<file path="src/rtl/uncached_bus_master_if.sv">
// Shared wired-OR system bus as seen by one single-beat master.
// The master modport drives the beat signals; the slave modport is the arbiter/slave side.
interface uncached_bus_master_if;
  logic        requestBus;
  logic        busAccessGranted;
  logic        beginTransactionOut;
  logic [31:0] addressDataOut;
  logic [3:0]  byteEnablesOut;
  logic        readNotWriteOut;
  logic [7:0]  burstSizeOut;
  logic        dataValidOut;
  logic        endTransactionOut;
  logic        busyIn;
  logic        dataValidIn;
  logic [31:0] addressDataIn;
  logic        endTransactionIn;
  logic        busErrorIn;

  modport master (
    output requestBus, beginTransactionOut, addressDataOut, byteEnablesOut,
           readNotWriteOut, burstSizeOut, dataValidOut, endTransactionOut,
    input  busAccessGranted, busyIn, dataValidIn, addressDataIn,
           endTransactionIn, busErrorIn
  );

  modport slave (
    input  requestBus, beginTransactionOut, addressDataOut, byteEnablesOut,
           readNotWriteOut, burstSizeOut, dataValidOut, endTransactionOut,
    output busAccessGranted, busyIn, dataValidIn, addressDataIn,
           endTransactionIn, busErrorIn
  );
endinterface

</file>
<file path="src/rtl/uncached_bus_master.sv">
// Single-beat bus master for uncached loads/stores: arbitrates, runs one read or
// write transaction on the wired-OR bus and reports data or error with a done pulse.
module uncached_bus_master #(
  parameter int unsigned TIMEOUT_CYCLES = 255
) (
  input  logic                  clock,
  input  logic                  reset,
  input  logic                  startIn,
  input  logic                  readNotWriteIn,
  input  logic [31:0]           addressIn,
  input  logic [31:0]           writeDataIn,
  input  logic [3:0]            byteEnablesIn,
  output logic                  busyOut,
  output logic                  doneOut,
  output logic                  errorOut,
  output logic [31:0]           readDataOut,
  uncached_bus_master_if.master bus
);

  typedef enum logic [3:0] {
    ST_IDLE,
    ST_REQUEST,
    ST_BEGIN,
    ST_WRITE_DATA,
    ST_END,
    ST_WAIT_READ,
    ST_WAIT_END,
    ST_DONE,
    ST_ERROR
  } state_t;

  state_t      state_q, state_d;
  logic [31:0] addr_q, addr_d;
  logic [31:0] wdata_q, wdata_d;
  logic [31:0] rdata_q, rdata_d;
  logic [3:0]  be_q, be_d;
  logic        rnw_q, rnw_d;
  logic [7:0]  tmo_cnt_q, tmo_cnt_d;
  logic        tmo_err_q, tmo_err_d;
  logic        tmo_hit;

  // Counter holds (cycles since the begin beat - 1); firing here puts ERROR
  // exactly TIMEOUT_CYCLES cycles after the begin beat.
  assign tmo_hit = ({1'b0, tmo_cnt_q} + 9'd2) >= 9'(TIMEOUT_CYCLES);

  always_comb begin
    state_d   = state_q;
    addr_d    = addr_q;
    wdata_d   = wdata_q;
    be_d      = be_q;
    rnw_d     = rnw_q;
    rdata_d   = rdata_q;
    tmo_cnt_d = tmo_cnt_q;
    tmo_err_d = tmo_err_q;
    case (state_q)
      ST_IDLE: begin
        if (startIn) begin
          addr_d  = addressIn;
          wdata_d = writeDataIn;
          be_d    = byteEnablesIn;
          rnw_d   = readNotWriteIn;
          state_d = ST_REQUEST;
        end
      end
      ST_REQUEST: begin
        if (bus.busAccessGranted) state_d = ST_BEGIN;
      end
      ST_BEGIN: begin
        tmo_cnt_d = '0;
        if (bus.busErrorIn) begin
          state_d   = ST_ERROR;
          tmo_err_d = 1'b0;
        end else if (rnw_q) begin
          state_d = ST_WAIT_READ;
        end else begin
          state_d = ST_WRITE_DATA;
        end
      end
      ST_WRITE_DATA, ST_WAIT_READ, ST_WAIT_END: begin
        tmo_cnt_d = tmo_cnt_q + 8'd1;
        // Errors win over any simultaneous handshake from the slave.
        if (bus.busErrorIn) begin
          state_d   = ST_ERROR;
          tmo_err_d = 1'b0;
        end else if (tmo_hit) begin
          state_d   = ST_ERROR;
          tmo_err_d = 1'b1;
        end else if (state_q == ST_WRITE_DATA) begin
          if (!bus.busyIn) state_d = ST_END;
        end else if (state_q == ST_WAIT_END) begin
          if (bus.endTransactionIn) state_d = ST_DONE;
        end else if (bus.dataValidIn) begin
          rdata_d = bus.addressDataIn;
          state_d = bus.endTransactionIn ? ST_DONE : ST_WAIT_END;
        end else if (bus.endTransactionIn) begin
          // Slave ended a read without data; it already closed the bus.
          state_d   = ST_ERROR;
          tmo_err_d = 1'b0;
        end
      end
      ST_END:             state_d = ST_DONE;
      ST_DONE, ST_ERROR:  state_d = ST_IDLE;
      default:            state_d = ST_IDLE;
    endcase
  end

  always_ff @(posedge clock) begin
    if (reset) begin
      state_q   <= ST_IDLE;
      rdata_q   <= '0;
      tmo_cnt_q <= '0;
      tmo_err_q <= 1'b0;
    end else begin
      state_q   <= state_d;
      rdata_q   <= rdata_d;
      tmo_cnt_q <= tmo_cnt_d;
      tmo_err_q <= tmo_err_d;
    end
  end

  // Request fields are only consumed after IDLE has latched them.
  always_ff @(posedge clock) begin
    addr_q  <= addr_d;
    wdata_q <= wdata_d;
    be_q    <= be_d;
    rnw_q   <= rnw_d;
  end

  assign busyOut     = (state_q != ST_IDLE);
  assign doneOut     = (state_q == ST_DONE) || (state_q == ST_ERROR);
  assign errorOut    = (state_q == ST_ERROR);
  assign readDataOut = rdata_q;

  // Wired-OR bus: every field is forced to zero outside its own beat.
  assign bus.requestBus          = (state_q != ST_IDLE) && (state_q != ST_DONE);
  assign bus.beginTransactionOut = (state_q == ST_BEGIN);
  assign bus.addressDataOut      = (state_q == ST_BEGIN)      ? addr_q  :
                                   (state_q == ST_WRITE_DATA) ? wdata_q : 32'd0;
  assign bus.byteEnablesOut      = (state_q == ST_BEGIN) ? be_q : 4'd0;
  assign bus.readNotWriteOut     = (state_q == ST_BEGIN) && rnw_q;
  assign bus.burstSizeOut        = 8'd0;
  assign bus.dataValidOut        = (state_q == ST_WRITE_DATA);
  assign bus.endTransactionOut   = (state_q == ST_END) || ((state_q == ST_ERROR) && tmo_err_q);

endmodule

</file>
<file path="src/flat_wrapper.sv">
// flat-port wrapper written by rule: the top's interface ports become plain ports
module uncached_bus_master_flat 
#(
  parameter int unsigned TIMEOUT_CYCLES = 255
)
  (clock, reset, startIn, readNotWriteIn, addressIn, writeDataIn, byteEnablesIn, busyOut, doneOut, errorOut, readDataOut, bus_requestBus, bus_beginTransactionOut, bus_addressDataOut, bus_byteEnablesOut, bus_readNotWriteOut, bus_burstSizeOut, bus_dataValidOut, bus_endTransactionOut, bus_busAccessGranted, bus_busyIn, bus_dataValidIn, bus_addressDataIn, bus_endTransactionIn, bus_busErrorIn);
  uncached_bus_master_if bus_i ();
  input  logic clock;
  input  logic reset;
  input  logic startIn;
  input  logic readNotWriteIn;
  input  logic [31:0] addressIn;
  input  logic [31:0] writeDataIn;
  input  logic [3:0] byteEnablesIn;
  output logic busyOut;
  output logic doneOut;
  output logic errorOut;
  output logic [31:0] readDataOut;
  output wire logic [$bits(bus_i.requestBus)-1:0] bus_requestBus;
  output wire logic [$bits(bus_i.beginTransactionOut)-1:0] bus_beginTransactionOut;
  output wire logic [$bits(bus_i.addressDataOut)-1:0] bus_addressDataOut;
  output wire logic [$bits(bus_i.byteEnablesOut)-1:0] bus_byteEnablesOut;
  output wire logic [$bits(bus_i.readNotWriteOut)-1:0] bus_readNotWriteOut;
  output wire logic [$bits(bus_i.burstSizeOut)-1:0] bus_burstSizeOut;
  output wire logic [$bits(bus_i.dataValidOut)-1:0] bus_dataValidOut;
  output wire logic [$bits(bus_i.endTransactionOut)-1:0] bus_endTransactionOut;
  input wire logic [$bits(bus_i.busAccessGranted)-1:0] bus_busAccessGranted;
  input wire logic [$bits(bus_i.busyIn)-1:0] bus_busyIn;
  input wire logic [$bits(bus_i.dataValidIn)-1:0] bus_dataValidIn;
  input wire logic [$bits(bus_i.addressDataIn)-1:0] bus_addressDataIn;
  input wire logic [$bits(bus_i.endTransactionIn)-1:0] bus_endTransactionIn;
  input wire logic [$bits(bus_i.busErrorIn)-1:0] bus_busErrorIn;
  assign bus_requestBus = bus_i.requestBus;
  assign bus_beginTransactionOut = bus_i.beginTransactionOut;
  assign bus_addressDataOut = bus_i.addressDataOut;
  assign bus_byteEnablesOut = bus_i.byteEnablesOut;
  assign bus_readNotWriteOut = bus_i.readNotWriteOut;
  assign bus_burstSizeOut = bus_i.burstSizeOut;
  assign bus_dataValidOut = bus_i.dataValidOut;
  assign bus_endTransactionOut = bus_i.endTransactionOut;
  assign bus_i.busAccessGranted = bus_busAccessGranted;
  assign bus_i.busyIn = bus_busyIn;
  assign bus_i.dataValidIn = bus_dataValidIn;
  assign bus_i.addressDataIn = bus_addressDataIn;
  assign bus_i.endTransactionIn = bus_endTransactionIn;
  assign bus_i.busErrorIn = bus_busErrorIn;
  uncached_bus_master #(.TIMEOUT_CYCLES(TIMEOUT_CYCLES)) u_core (.clock(clock), .reset(reset), .startIn(startIn), .readNotWriteIn(readNotWriteIn), .addressIn(addressIn), .writeDataIn(writeDataIn), .byteEnablesIn(byteEnablesIn), .busyOut(busyOut), .doneOut(doneOut), .errorOut(errorOut), .readDataOut(readDataOut), .bus(bus_i));
endmodule
</file>
<file path="config.mk">
export PLATFORM = sky130hd
export DESIGN_NAME = uncached_bus_master_flat
export DESIGN_NICKNAME = d
export VERILOG_FILES = /design/src/rtl/uncached_bus_master_if.sv /design/src/rtl/uncached_bus_master.sv /design/src/flat_wrapper.sv
export SDC_FILE = /design/constraint.sdc
export NUM_CORES = 1
export LEC_CHECK = 0
export CAP_MARGIN = 20
export CORE_MARGIN = 2
export CORE_UTILIZATION = 32
export CTS_CLUSTER_DIAMETER = 60
export DETAILED_ROUTE_END_ITERATION = 8
export SLEW_MARGIN = 20
export SYNTH_ARGS = -nofsm -noshare
export SYNTH_HDL_FRONTEND = slang
export SYNTH_SLANG_ARGS = --single-unit
</file>
<file path="constraint.sdc">
create_clock -name clock -period 5.3 [get_ports clock]
set_input_delay 0.795 -clock clock [delete_from_list [all_inputs] [get_ports clock]]
set_output_delay 0.795 -clock clock [all_outputs]
set_load 0.01 [all_outputs]
</file>
==> impl_metrics.json, run 1 <==
{
  "synth_commonest_cells": "69 x edfxtp_1, 45 x dfxtp_1, 42 x a21oi_1, 42 x nand3_1, 32 x a22o_1",
  "gp_congestion": 0.818,
  "grt_usage_pct": 16.4,
  "wl_mm": 13.4,
  "min_period_over_period_pct": 68.9,
  "crit_chain": "inv_2 -> nor2_1 -> nand2_1 -> clkinv_1 -> buf_4 -> a22o_1 -> clkdlybuf4s50_1",
  "setup_viol": 0,
  "io_buffers": 184,
  "grt_use_met2_pct": 25.0,
  "crit_path_max_fanout": 40,
  "die_x_um": 129,
  "p_clk_share_pct": 38.2,
  "hold_violations": 0,
  "combPwrFrac_pct": 20.0,
  "seq_area_mm2": 0.00297,
  "overflow": 0,
  "placedCellCount": 774,
  "dieArea_mm2": 0.0166,
  "fin_setup_tns_ps": 0,
  "post-cts-setup-buffers": 0,
  "cp-startpoint": "u_core.state_q[1]$_SDFFE_PP0P_",
  "rsz0062_at_grt": "false",
  "synth_edf_count": 69,
  "drc": 0,
  "syn_area_per_cell_um2": 11.6,
  "gr-usage-met3_pct": 7.36,
  "slowest_stage": "dfxtp_1",
  "maxSlewHeadroom_pct": 42.1,
  "first_iter_violations": 152,
  "multiInputGateArea_mm2": 0.00176,
  "rows": 45,
  "cts_root_buf": "clkbuf_16",
  "grt_max_degree": 46,
  "hold_start": "u_core.readDataOut[10]$_SDFFE_PP0P_",
  "power_mw": 2.88,
  "cts_buffers": 17,
  "cts_buffer_depth": 2,
  "antennaDiodeCount": 0,
  "ys_types": 64,
  "worstSetupPathType": "register to output pin",
  "critPathCaptureType": "output pin",
  "insertion_delay_ps": 410,
  "hpwlAfterDp_mm": 8.87,
  "grt_busiest_layer": "met2",
  "p_sw_uw": 823,
  "async_flop_share_pct": 0,
  "drive_gt1_share_pct": 10.0,
  "synthTopCellsByArea": "edfxtp_1 42%, dfxtp_1 18%, a22o_1 5.6%",
  "synth_area_mm2": 0.00499,
  "instances_no_fill": 806,
  "power.leakage_nw": 2.50,
  "hold_class": "register to register",
  "ys_ff_latch": 114,
  "synth_ff_type": "edfxtp_1",
  "grt_pass1_wl_mm": 21.2,
  "cts_tree": "built",
  "p_per_area_mw_per_mm2": 387,
  "yosysMostFrequentCell": "edfxtp_1",
  "firstDrtPassIters": 4,
  "h-tree-depth": 4,
  "maxSlewViolCount": 0,
  "nFillCells": 1357,
  "p_int_mw": 2.06,
  "vias": 4051,
  "grt_pass1_vias": 4132,
  "hold_buffers": 0,
  "ios": 193,
  "initial_utilization_pct": 32.8,
  "period_minus_slack_ps": 3650,
  "hold_slack_ps": 465,
  "synth_top_area_cell": "edfxtp_1",
  "vdd_ir_drop_max_mv": 0.232,
  "outcome": "completed",
  "timing.fmax_mhz": 274,
  "finalNetCount": 719,
  "netlist_instances": 430,
  "chipHeight_um": 129,
  "crit_arrival_ps": 2850,
  "required_ps": 4510,
  "p_seq_share_pct": 41.8,
  "yosysTopAreaCellShare_pct": 41.6,
  "clk_pin_slew_ps": 60,
  "r2r_start": "u_core.state_q[0]$_SDFFE_PP0P_",
  "viasPerCell": 5.03,
  "met1_usage_pct": 20.8,
  "final.setup.worst_slack_ps": 1650,
  "max_stage_delay_ps": 650,
  "synth-warning-count": 0,
  "swShare_pct": 28.6,
  "cap_violations": 0,
  "yosysSeqAreaShare_pct": 59.6,
  "post_cts_resized": 0,
  "tightest_slew_ps": 866,
  "startpoint_type": "register",
  "wire_per_inst_um": 16.6,
  "area_delta_synth_final_pct": 49.2,
  "pre_cts_slack_ps": 2070,
  "coreArea_mm2": 0.0152,
  "final.setup_skew_ps": 7.24,
  "antenna_left": 0,
  "numClockSinks": 114,
  "antenna_found_initial": 0
}
==> critical path: cells and delay by family (launching register included) <==
family,cells,cell delay [ps]
and+or+nand+nor,2,390
AOI/OAI and AO/OA,1,220
DFF,1,650
buffers and inverters,4,1150
==> power by group through the flow <==
| stage | sequential [mW] | clock [mW] | combinational, mW |
|---|---|---|---|
| 5_1_grt | 1.22 | 1.16 | 0.631 |
| 3_3_place_gp | 1.22 | 0 | 0.569 |
| 3_5_place_dp | 1.22 | 0 | 0.579 |
| 6_report | 1.20 | 1.10 | 0.577 |
| 4_1_cts | 1.20 | 1.13 | 0.583 |
| 2_1_floorplan | 1.18 | 0 | 0.337 |
==> layout by cell type, fill, tap and decap left out, drive strengths merged, types with 3 or more instances in the layout <==
cell type,synthesis,routed
clkdlybuf4s50,0,184
edfxtp,69,69
a21oi,47,47
dfxtp,45,45
nand3,43,43
o21ai,41,41
a22o,32,32
nor2,19,19
clkbuf,14,18
inv,6,11
nand2,10,10
conb,1,8
and2,8,8
clkinv,1,6
nand3b,5,5
ha,5,5
buf,24,5
a211oi,4,4
or2,4,4
nand2b,3,3
o21a,3,3
or3,3,3
a31oi,3,3
clkinvlp,0,3
o31ai,3,3
nor3,3,3
==> through the flow <==
stage	cell area (um2)	util [%]
after global placement	6860	45.2
after CTS	7440	48.9
after floorplan	5010	-
after global routing	7440	48.9
after detailed placement	6870	45.2
final	7440	48.9
==> area by class of cell <==
class / count / share of cell area, %
Tap cell: 188 / 3.16
Timing Repair Buffer: 189 / 25.3
Multi-Input combinational cell: 276 / 23.6
Clock inverter: 14 / 1.73
Sequential cell: 114 / 40.0
Inverter: 7 / 0.353
Clock buffer: 18 / 5.91
==> worst paths after layout <==
path / to / slack [ps] / depth (start not counted)
max: bus_addressDataOut[14] / 1650 / 7
min reg2reg: u_core.readDataOut[10]$_SDFFE_PP0P_ / 460 / 2
max reg2reg: u_core.addr_q[4]$_DFFE_PP_ / 2390 / 5
min: u_core.readDataOut[10]$_SDFFE_PP0P_ / 460 / 2
==> state kept, by name (all words and copies together) (netlist names) <==
signal / cells
u_core.addr_q: 32
u_core.be_q: 4
u_core.readDataOut: 32
u_core.rnw_q: 1
u_core.state_q: 4
u_core.tmo_cnt_q: 8
u_core.tmo_err_q: 1
u_core.wdata_q: 32
==> metal layers <==
metal  part of all wire (%)  up-vias
li1                       -     1953
met1                     43     1891
met2                     45      191
met3                     10       16
met4                    1.1        0
met5                      0        -
==> logic make-up after synthesis <==
family	Yosys count	synth area share, %
AO/OA/AOI/OAI	150	20.4
flip-flops	114	59.6
AND/OR/NAND/NOR	110	11.8
buffers and inverters	47	6.30
adder cells (fa/ha/maj)	5	1.25
XOR/XNOR	3	0.527
other	1	0.0752
Power figures use the tool's default switching activity.
==> inputs of run 2 (changes only) <==
- clock period: 5.3 -> 3.6 ns (I/O delays scaled with it)
==> impl_metrics.json, run 2 (synthesized netlist as in run 1, its figures left out) <==
{
  "grt_max_degree": 70,
  "grt_pass1_wl_mm": 20.8,
  "maxSlewHeadroom_pct": 55.2,
  "grt_pass1_vias": 4086,
  "r2r_slack_ps": 890,
  "wl_mm": 13.3,
  "instances_no_fill": 809,
  "tightest_slew_ps": 672,
  "drc": 0,
  "post-cts-setup-buffers": 0,
  "worstSetupPathType": "register to output pin",
  "area_delta_synth_final_pct": 49.9,
  "vdd_ir_drop_max_mv": 0.310,
  "setup_viol": 0,
  "chipHeight_um": 129,
  "vias": 4105,
  "grt_usage_pct": 16.2,
  "hold_violations": 0,
  "firstDrtPassIters": 4,
  "slowest_stage": "clkdlybuf4s50_1",
  "outcome": "completed",
  "startpoint_type": "register",
  "initial_utilization_pct": 32.8,
  "dieArea_mm2": 0.0166,
  "cap_violations": 0,
  "min_period_over_period_pct": 88.1,
  "die_x_um": 129,
  "final_common_cell": "clkdlybuf4s50_1",
  "hold_class": "register to register",
  "gp_congestion": 0.825,
  "max_stage_delay_ps": 540,
  "hold_buffers": 0,
  "maxSlewViolCount": 0,
  "drive_gt1_share_pct": 10.5,
  "p_per_area_mw_per_mm2": 574,
  "required_ps": 3060,
  "crit_arrival_ps": 2630,
  "power.leakage_nw": 2.52,
  "crit_buf_inv": 3,
  "io_buffers": 184,
  "layout_common_cells": "183 x clkdlybuf4s50_1, 69 x edfxtp_1, 45 x dfxtp_1",
  "antennaDiodeCount": 0,
  "antenna_found_initial": 0,
  "numClockSinks": 114,
  "post_cts_resized": 0,
  "hpwlAfterDp_mm": 9.05,
  "cts_buffers": 17,
  "cts_tree": "built",
  "cts_buffer_depth": 2,
  "ios": 193,
  "power_mw": 4.29,
  "clk_pin_slew_ps": 60,
  "overflow": 0,
  "period_minus_slack_ps": 3170,
  "crit_chain": "nor2_1 -> nand2_1 -> clkinv_1 -> buf_4 -> a22o_1 -> clkdlybuf4s50_1",
  "placedCellCount": 777,
  "insertion_delay_ps": 410,
  "rsz0062_at_grt": "false",
  "final.setup_skew_ps": 5.10,
  "wire_per_inst_um": 16.4,
  "crit_path_max_fanout": 40,
  "rows": 45,
  "first_iter_violations": 129,
  "finalNetCount": 722,
  "critPathTopFamily": "buffers and inverters",
  "timing.fmax_mhz": 315,
  "viasPerCell": 5.07,
  "critPathCaptureType": "output pin",
  "cts_root_buf": "clkbuf_16",
  "h-tree-depth": 4,
  "coreArea_mm2": 0.0152,
  "fin_setup_tns_ps": 0,
  "antenna_left": 0
}
-- run 2: cell type report --
type,count,area [um2]
clock buffers,17,425
repair buffers,192,1910
clock inverters,15,156
multi-input cells,276,1750
inverters,7,26.3
fillers,1362,7730
flip-flops and latches,114,2970
well taps,188,235
-- run 2: per-stage QoR --
| stage | util (%) | hold slack, ps | instance area (um2) | worst slack (ps) |
|---|---|---|---|---|
| final | 49.2 | 470 | 7480 | 427 |
| after global routing | 49.2 | 491 | 7480 | 198 |
| after CTS | 49.2 | 471 | 7480 | 427 |
| after detailed placement | 45.3 | 463 | 6890 | 863 |
| after global placement | 45.3 | 454 | 6890 | 896 |
| after floorplan | - | 470 | 5010 | 279 |
-- run 2: final timing paths --
check,from,cells after the start,to
worst max-delay path,u_core.state_q[2]$_SDFFE_PP0P_,6,bus_addressDataOut[16]
worst min-delay path,u_core.readDataOut[10]$_SDFFE_PP0P_,2,u_core.readDataOut[10]$_SDFFE_PP0P_
worst max register to register,u_core.tmo_cnt_q[1]$_SDFFE_PP0N_,9,u_core.readDataOut[31]$_SDFFE_PP0P_
worst min register to register,u_core.readDataOut[10]$_SDFFE_PP0P_,2,u_core.readDataOut[10]$_SDFFE_PP0P_
-- run 2: per-layer routing --
metal / up-vias / GRT usage (%) / routed length, um
met5: - / 0 / 0
met4: 0 / 6.07 / 204
met3: 17 / 7.36 / 1300
met2: 192 / 24.6 / 5890
met1: 1941 / 20.3 / 5880
li1: 1955 / - / -
-- run 2: where the power goes --
group | internal, mW | total (mW) | switching [mW] | leakage [nW]
logic | 0.429 | 0.896 | 0.467 | 1.23
clock network | 1.02 | 1.65 | 0.628 | 0.274
registers | 1.64 | 1.75 | 0.103 | 1.02
total | 3.10 | 4.29 | 1.20 | 2.52
-- run 2: worst register-to-register path, delay by kind of cell, from the launching register on --
kind / cells / cell delay (ps)
adder cells (fa/ha/maj): 1 / 300
buffers and inverters: 2 / 510
AND/OR/NAND/NOR: 1 / 280
AO/OA/AOI/OAI: 5 / 1000
flip-flops: 1 / 540
